--- config.mk ---
export PLATFORM = sky130hd
export DESIGN_NAME = score_bcd_arbiter
export DESIGN_NICKNAME = d
export VERILOG_FILES = /design/src/rtl/score_bcd_arbiter.sv
export SDC_FILE = /design/constraint.sdc
export NUM_CORES = 1
export LEC_CHECK = 0
export ABC_AREA = 0
export BUFFER_PORTS_ARGS = -buffer_cell sky130_fd_sc_hd__buf_4
export CELL_PAD_IN_SITES_DETAIL_PLACEMENT = 1
export CELL_PAD_IN_SITES_GLOBAL_PLACEMENT = 1
export CORE_MARGIN = 8
export CORE_UTILIZATION = 42
export DETAILED_ROUTE_END_ITERATION = 7
export MAX_ROUTING_LAYER = met4
export PLACE_DENSITY_LB_ADDON = 0.1
export SYNTH_ARGS = -nofsm -noshare
export SYNTH_HDL_FRONTEND = slang
export SYNTH_SLANG_ARGS = --single-unit
--- constraint.sdc ---
create_clock -name clk -period 1.96 [get_ports clk]
set_input_delay 0.098 -clock clk [delete_from_list [all_inputs] [get_ports clk]]
set_output_delay 0.098 -clock clk [all_outputs]
set_load 0.03 [all_outputs]
--- src/rtl/score_bcd_arbiter.sv ---
// -----------------------------------------------------------------------------
// score_bcd_arbiter
//
// One sequential shift-and-add-3 binary-to-BCD converter shared by two
// requesters (0 = score, 1 = countdown timer). Each requester owns a
// registered BCD result that feeds its BCD-to-7-segment decoders. Requests
// use a level req / one-cycle ack handshake with round-robin arbitration.
// A conversion takes WIDTH+2 cycles: grant, WIDTH shift cycles, done.
//
// Parameters:
//   WIDTH   binary input width (default 8)
//   DIGITS  BCD digits per result; 10**DIGITS must exceed 2**WIDTH-1
//
// Ports:
//   clk             system clock, rising edge
//   rst_n           asynchronous active-low reset
//   req[1:0]        level request per requester, held until ack
//   value0, value1  binary value per requester, sampled on the grant edge
//   ack[1:0]        one-cycle completion pulse per requester
//   busy            high while a conversion is in progress
//   bcd0, bcd1      BCD result per requester, digit k at [4k+3:4k]
//   blank0, blank1  leading-zero flags per result (bit 0 always 0)
//
// Optional feature macro: LEADING_ZERO_BLANK_EN
//   defined   -> blankN registered alongside bcdN
//   undefined -> blankN tied to zero
// -----------------------------------------------------------------------------
module score_bcd_arbiter #(
    parameter int WIDTH  = 8,
    parameter int DIGITS = 3
) (
    input  logic                clk,
    input  logic                rst_n,
    input  logic [1:0]          req,
    input  logic [WIDTH-1:0]    value0,
    input  logic [WIDTH-1:0]    value1,
    output logic [1:0]          ack,
    output logic                busy,
    output logic [4*DIGITS-1:0] bcd0,
    output logic [4*DIGITS-1:0] bcd1,
    output logic [DIGITS-1:0]   blank0,
    output logic [DIGITS-1:0]   blank1
);

    localparam int BW = 4 * DIGITS;
    localparam int CW = $clog2(WIDTH + 1);

    typedef enum logic [1:0] {IDLE, SHIFT, DONE} state_t;

    state_t           state, state_next;
    logic [BW-1:0]    work;        // BCD half of the working register
    logic [BW-1:0]    work_adj;    // work after the add-3 correction
    logic [WIDTH-1:0] bin;         // binary half, shifted out MSB first
    logic [CW-1:0]    count;
    logic             owner;       // requester of the running conversion
    logic             last;        // requester served most recently
    logic [1:0]       eff_req;
    logic             grant;
    logic             grant_idx;
    logic             last_shift;

    // A requester whose ack is high this cycle is still holding req from
    // the finished conversion; masking it prevents a duplicate grant.
    assign eff_req    = req & ~ack;
    assign last_shift = (count == CW'(WIDTH - 1));

    // State register
    always_ff @(posedge clk or negedge rst_n) begin
        if (!rst_n) begin
            state <= IDLE;
        end else begin
            // NOTE: sequential state uses non-blocking assignments so every
            // register samples pre-edge values regardless of statement order.
            state <= state_next;
        end
    end

    // Next-state and grant decode
    always_comb begin
        // NOTE: every output of this block gets a default first so no path
        // leaves a signal unassigned, which would infer a latch.
        state_next = state;
        grant      = 1'b0;
        grant_idx  = 1'b0;
        case (state)
            IDLE: begin
                if (eff_req != 2'b00) begin
                    grant      = 1'b1;
                    // On a tie the requester not served last wins.
                    grant_idx  = (eff_req == 2'b11) ? ~last : eff_req[1];
                    state_next = SHIFT;
                end
            end
            SHIFT:   if (last_shift) state_next = DONE;
            DONE:    state_next = IDLE;
            default: state_next = IDLE;
        endcase
    end

    // Add-3 correction: any digit >= 5 would become >= 10 after doubling.
    always_comb begin
        work_adj = work;
        for (int d = 0; d < DIGITS; d++) begin
            if (work[4*d +: 4] >= 4'd5)
                work_adj[4*d +: 4] = work[4*d +: 4] + 4'd3;
        end
    end

    // Datapath, handshake and result registers
    always_ff @(posedge clk or negedge rst_n) begin
        if (!rst_n) begin
            work  <= '0;
            bin   <= '0;
            count <= '0;
            owner <= 1'b0;
            last  <= 1'b1;   // requester 0 wins the first tie
            ack   <= 2'b00;
            busy  <= 1'b0;
            bcd0  <= '0;
            bcd1  <= '0;
        end else begin
            ack <= 2'b00;
            case (state)
                IDLE: begin
                    if (grant) begin
                        bin   <= grant_idx ? value1 : value0;
                        work  <= '0;
                        owner <= grant_idx;
                        count <= '0;
                        busy  <= 1'b1;
                    end
                end
                SHIFT: begin
                    work  <= {work_adj[BW-2:0], bin[WIDTH-1]};
                    bin   <= {bin[WIDTH-2:0], 1'b0};
                    count <= count + CW'(1);
                end
                DONE: begin
                    if (owner) bcd1 <= work;
                    else       bcd0 <= work;
                    ack[owner] <= 1'b1;
                    last       <= owner;
                    busy       <= 1'b0;
                end
                default: ;
            endcase
        end
    end

`ifdef LEADING_ZERO_BLANK_EN
    logic [DIGITS-1:0] blank_work;

    // Digit k (k >= 1) is blank when it and every higher digit are zero.
    always_comb begin
        logic zero_above;
        zero_above = 1'b1;
        blank_work = '0;
        for (int k = DIGITS - 1; k >= 1; k--) begin
            zero_above    = zero_above && (work[4*k +: 4] == 4'd0);
            blank_work[k] = zero_above;
        end
    end

    always_ff @(posedge clk or negedge rst_n) begin
        if (!rst_n) begin
            blank0 <= '0;
            blank1 <= '0;
        end else if (state == DONE) begin
            if (owner) blank1 <= blank_work;
            else       blank0 <= blank_work;
        end
    end
`else
    assign blank0 = '0;
    assign blank1 = '0;
`endif

endmodule

# Word level (Yosys, flattened, before mapping)
# Index checks and enable logic that the tools add are counted.
[classes]
shift = 0
n_eq_ne = 7
magnitude_cmp = 5
add_sub_neg = 4
bitwise_logic = 4
div_mod_pow = 0
mul = 0
reduce_logical = 11
muxes = 23
[op_table]
columns = ["cell", "n"]
rows = [
  ["case mux 12 bit (2 select lines)", 1],
  ["2-to-1 mux 8 bit", 2],
  ["case mux 8 bit (2 select lines)", 1],
  ["greater-or-equal comparator 4 x 3 -> 1 bit (second input constant)", 3],
  ["2-to-1 mux 12 bit", 1],
  ["2-to-1 mux 4 bit", 3],
  ["AND reduction 2 bit", 6],
  ["adder 4 x 2 -> 4 bit (second input constant)", 2],
  ["case mux 4 bit (2 select lines)", 1],
  ["2-to-1 mux 1 bit", 7],
  ["2-to-1 mux 2 bit", 3],
  ["!= test 2 bit (second input constant)", 3],
  ["nonzero test 2 bit", 3],
  ["adder 4 x 1 -> 4 bit (second input constant)", 1],
  ["equality test 2 bit (second input constant)", 2],
  ["equality test 4 x 3 -> 1 bit (second input constant)", 1],
  ["case mux 2 bit (2 select lines)", 1],
  ["adder 3 x 2 -> 3 bit (second input constant)", 1],
  ["2-to-1 mux 3 bit", 1],
  ["bitwise AND 2 bit", 1],
  ["equality test 2 x 1 -> 1 bit (second input constant)", 1],
  ["logical NOT 2 bit", 1],
  ["less-than comparator 1 x 2 -> 1 bit (second input constant)", 1],
  ["inverter 1 bit", 2],
  ["other kinds (5)", 5],
]
[word_totals]
elab_cells = 64
output_inout_bits = 33
latchBits = 0
ff_bits = 55
input_bits = 20
memories = 0
ramBits = 0
rom_bits = 0

# Logic depth before layout (Yosys ltp)
[logic_depth]
word_depth = 9
mapped_depth = 6
ltp_nobuf = 6

# Worst setup path after synthesis
# No wires, ideal clock.
[synth_timing]
path_type = "register to register"
startpoint = "reg ack[1]"
endpoint = "reg bin[7]"
stages_incl_launch_ff = 5
arrival_time_ns = 1.402
setup_ns = 0.069
setup_slack_ns = 0.489
synth_period_minus_slack_ns = 1.471
required_ns = 1.891
path_cell_list = "dfrtp_1 nand2b_4 a2111oi_4 a22oi_1 nand3_1"
[synth_between]
elab_chain_cells = 9
word_cells_on_any_way = 14
cone_classes = "eq/ne (2); mux (8); bitwise (2); reduce/logical (2)"
[synth_lines]
columns = ["item", "line_no", "text"]
rows = [
  ["from (decl)", "37", "output logic [1:0] ack,"],
  ["from (signal assigned)", "117", "ack <= 2'b00;"],
  ["from (signal assigned)", "122", "ack <= 2'b00;"],
  ["from (signal, indexed assignment)", "141", "ack[owner] <= 1'b1;"],
  ["inverter 2 bit (*)", "64", "assign eff_req = req & ~ack;"],
  ["bitwise AND 2 bit (*)", "64", ""],
  ["equality test 2 bit", "90", "grant_idx = (eff_req == 2'b11) ? ~last : eff_req[1];"],
  ["2-to-1 mux 1 bit", "90", ""],
  ["2-to-1 mux 1 bit", "87", "if (eff_req != 2'b00) begin"],
  ["2-to-1 mux 1 bit", "85", "case (state)"],
  ["2-to-1 mux 8 bit", "126", "bin <= grant_idx ? value1 : value0;"],
  ["2-to-1 mux 8 bit", "125", "if (grant) begin"],
  ["case mux 8 bit (2 select lines)", "123", "case (state)"],
  ["to (signal assigned)", "126", ""],
  ["to (signal assigned)", "135", "bin <= {bin[WIDTH-2:0], 1'b0};"],
  ["to (decl)", "53", "logic [WIDTH-1:0] bin;"],
]
# Mark *: on every way between the ends. The rest lies on a longest branch, timed or not. The select of a mux whose other input is x is not followed.
# A chain may end at the register's enable or synchronous reset.

# Final worst setup path
[layout_timing]
startpoint = "reg state[0]"
endpoint = "reg bcd0[4]"
[layout_between]
elab_chain_cells = 2
[layout_lines]
columns = ["item", "line_no", "text"]
rows = [
  ["from (decl)", "50", "state_t state, state_next;"],
  ["from (signal assigned)", "74", "state <= state_next;"],
  ["equality test 2 bit", "123", ""],
  ["AND reduction 2 bit (no line)", "--", ""],
  ["to (signal assigned)", "140", "else bcd0 <= work;"],
  ["to (decl)", "39", "output logic [4*DIGITS-1:0] bcd0,"],
]
# Every way passes these cells.

==> results.toml <==
[clock_tree]
path_clk_slew_ps = 100
cts-root-buf = "clkbuf_8"
cts_sinks = 55
cts_buffers = 5
cts_tree = "yes"
htreeDepth = 2
postCtsSetupBuffers = 0
clockBufferDepth = 2
clock_latency_ps = 310

[timing]
relSlewSlack_pct = 53.17
max_clock_freq_ghz = 0.5844
finalCriticalPeriod_ps = 1711
finalSetupViolCount = 0
hold_viol = 0
rsz0062_at_grt = "false"
worst_slew_pin_slew_ps = 702.5
tns_ps = 0
maxSlewViolCount = 0
finClkSkew_ps = 7.381
period_share_pct = 87.30

[layout]
register_area_mm2 = 0.001378
final_cell_mix = "dfrtp_1, buf_4, nand2_1, o21ai_0, mux2_2"
layout_commonest_cell = "dfrtp_1"
drive_gt1_share_pct = 27.40
fillerInstances = 656
nets = 318
design_area_mm2 = 0.003138
n_antenna_cell = 0
multi_input_area_mm2 = 0.001039
area_growth_pct = 24.59

[synth]
synth_compound_area_share_pct = 13.71
synth_xor_area_share_pct = 1.739
synthCells = 233
yosys-top-cells-area = "dfrtp_1, nand2_1, mux2_2, o21ai_0, ha_1"
avgSynthCellArea_um2 = 10.81
synth_top_family_by_area = "simple AND/OR/NAND/NOR gates"
synth_fa_ha_area_share_pct = 3.477
synth_simple_gate_area_share_pct = 15.70
ys_seq_area_share_pct = 54.69
synth_area_leader_cell = "dfrtp_1"
synth_mux_area_share_pct = 5.365
synth_top_area_share_pct = 53.65
yosys_register_bits = 55
yosysWarnings = 0
synth_area_mm2 = 0.002519
synth_cell_types = 39

[floorplan]
die_x_um = 93.44
pin_count = 53
initial_utilization_pct = 43.05
die-area_mm2 = 0.008731
die-height_um = 93.44
std_cell_rows = 28
core_area_mm2 = 0.005851

[place]
port_buffers = 46
gp_congestion = 0.7564
hpwl_um = 4122
dpl-instance-area_mm2 = 0.002922

[route]
drt_iter0_drc = 68
drc_errors = 0
routed_wl_um = 6027
vias = 1883
vias_per_cell = 5.131
wl_per_cell_um = 16.42
antenna_left = 0
dr.pass1.iters = 5

[critical_path]
cp_max_fo = 13
crit_chain = "nand2b_1, nor2_4, mux2_2"
required_ps = 2160
critPathArrivalTime_ps = 1910
worst-setup-path-type = "register to register"
slowest_stage = "dfrtp_1"
startpoint_type = "register"
cpPeakStageDelay_ps = 510
end_kind = "register"

[global_routing]
grt_pass1_wl_um = 10130
grt_pass1_vias = 2043
grt_max_degree = 56
grt_overflow_total = 0
track_usage_pct = 15.09
antenna_found_initial = 0

[pwr]
ir_drop_v = 0.0007862
cellPowerDensity_mw_per_mm2 = 1448
p_leak_uw = 0.001531

[hold_path]
hp-class = "input port to register"

[outcome]
run_status = "completed"

[flow_run]
cap_violations = 0
-- worst paths after layout --
check,depth (start not counted),end,slack [ps],startpoint
min reg2reg,1,state[1],470,count[3]
min in group asynchronous,2,bin[5],370,rst_n
max,3,bcd0[4],250,state[0]
min,3,bin[3],10,value0[3]
max in group asynchronous,2,bcd0[2],1110,rst_n
max reg2reg,3,bcd0[4],250,state[0]
-- where the power goes --
group	leakage, uW	switching, uW	total (uW)	internal [uW]
combinational	0.000759	1060	1840	784
sequential	0.000711	369	1920	1550
clock	0.0000612	367	781	414
-- state kept, by name (all words and copies together), names as in the netlist --
| signal | flops |
|---|---|
| work | 12 |
| owner | 1 |
| bin | 8 |
| bcd1 | 12 |
| bcd0 | 12 |
| ack | 2 |
| last | 1 |
| state | 2 |
| busy | 1 |
| count | 4 |
-- worst max-delay path: cells and delay by family, from the launching register on --
family | cells | cell delay, ps
flip-flops | 1 | 510
multiplexers | 1 | 390
AND/OR/NAND/NOR | 2 | 690
-- cell usage after synthesis, drive strengths merged --
cell / n
mux2: 12
a21o: 1
a22o: 2
nand4: 1
a222oi: 5
and3: 1
a2111oi: 1
and2: 2
o311ai: 3
o211a: 1
o31ai: 1
buf: 14
ha: 7
dfrtp: 54
a22oi: 8
nand3: 8
clkbuf: 1
nand3b: 1
nor3b: 2
nand2b: 6
nor2b: 3
o21ai: 20
conb: 1
nor2: 2
nand2: 51
a21oi: 5
dfstp: 1
a221oi: 1
inv: 8
xnor2: 5
nor3: 5
-- layout make-up --
cell class / count / area share [%]
Clock buffer: 6 / 2.632
Clock inverter: 2 / 1.116
Inverter: 8 / 0.9569
Multi-Input combinational cell: 160 / 33.09
Sequential cell: 55 / 43.90
Tap cell: 75 / 2.990
Timing Repair Buffer: 61 / 15.31
-- through the flow --
step	worst slack, ps	instances	utilization, %	hold WS (ps)	power, uW
after detailed placement	108.2	350	49.94	197.9	3783
after global placement	153.5	350	49.94	200.1	3732
after global routing	142.8	367	53.64	8.552	4883
after floorplan	488.6	238	-	-197.6	3132
after CTS	45.23	367	53.49	0.07966	4607
final	248.9	367	53.64	12.82	4544
-- logic make-up (layout without fill, tap and decap cells) --
| group | count (synthesis) | after routing |
|---|---|---|
| AO/OA/AOI/OAI | 48 | 48 |
| buffers and inverters | 23 | 77 |
| multiplexers | 12 | 12 |
| flip-flops | 55 | 55 |
| XOR/XNOR | 5 | 5 |
| other | 1 | 6 |
| AND/OR/NAND/NOR | 82 | 82 |
| adder cells (fa/ha/maj) | 7 | 7 |
-- per-layer routing --
layer  up-vias  GRT usage (%)  wire length (um)
met4         0          4.564                62
met5         -              -                 0
li1        913              -                 -
met1       927          18.47              2777
met2        38          23.80              2909
met3         5          4.006               278
-- what timing repair did --
item,CTS,global route
endpoints found under the setup margin,0,7
hold buffers,9,0
gates resized for setup,0,1
hold endpoints to repair,60,0
Note: power is estimated with default switching activity, not from simulation.
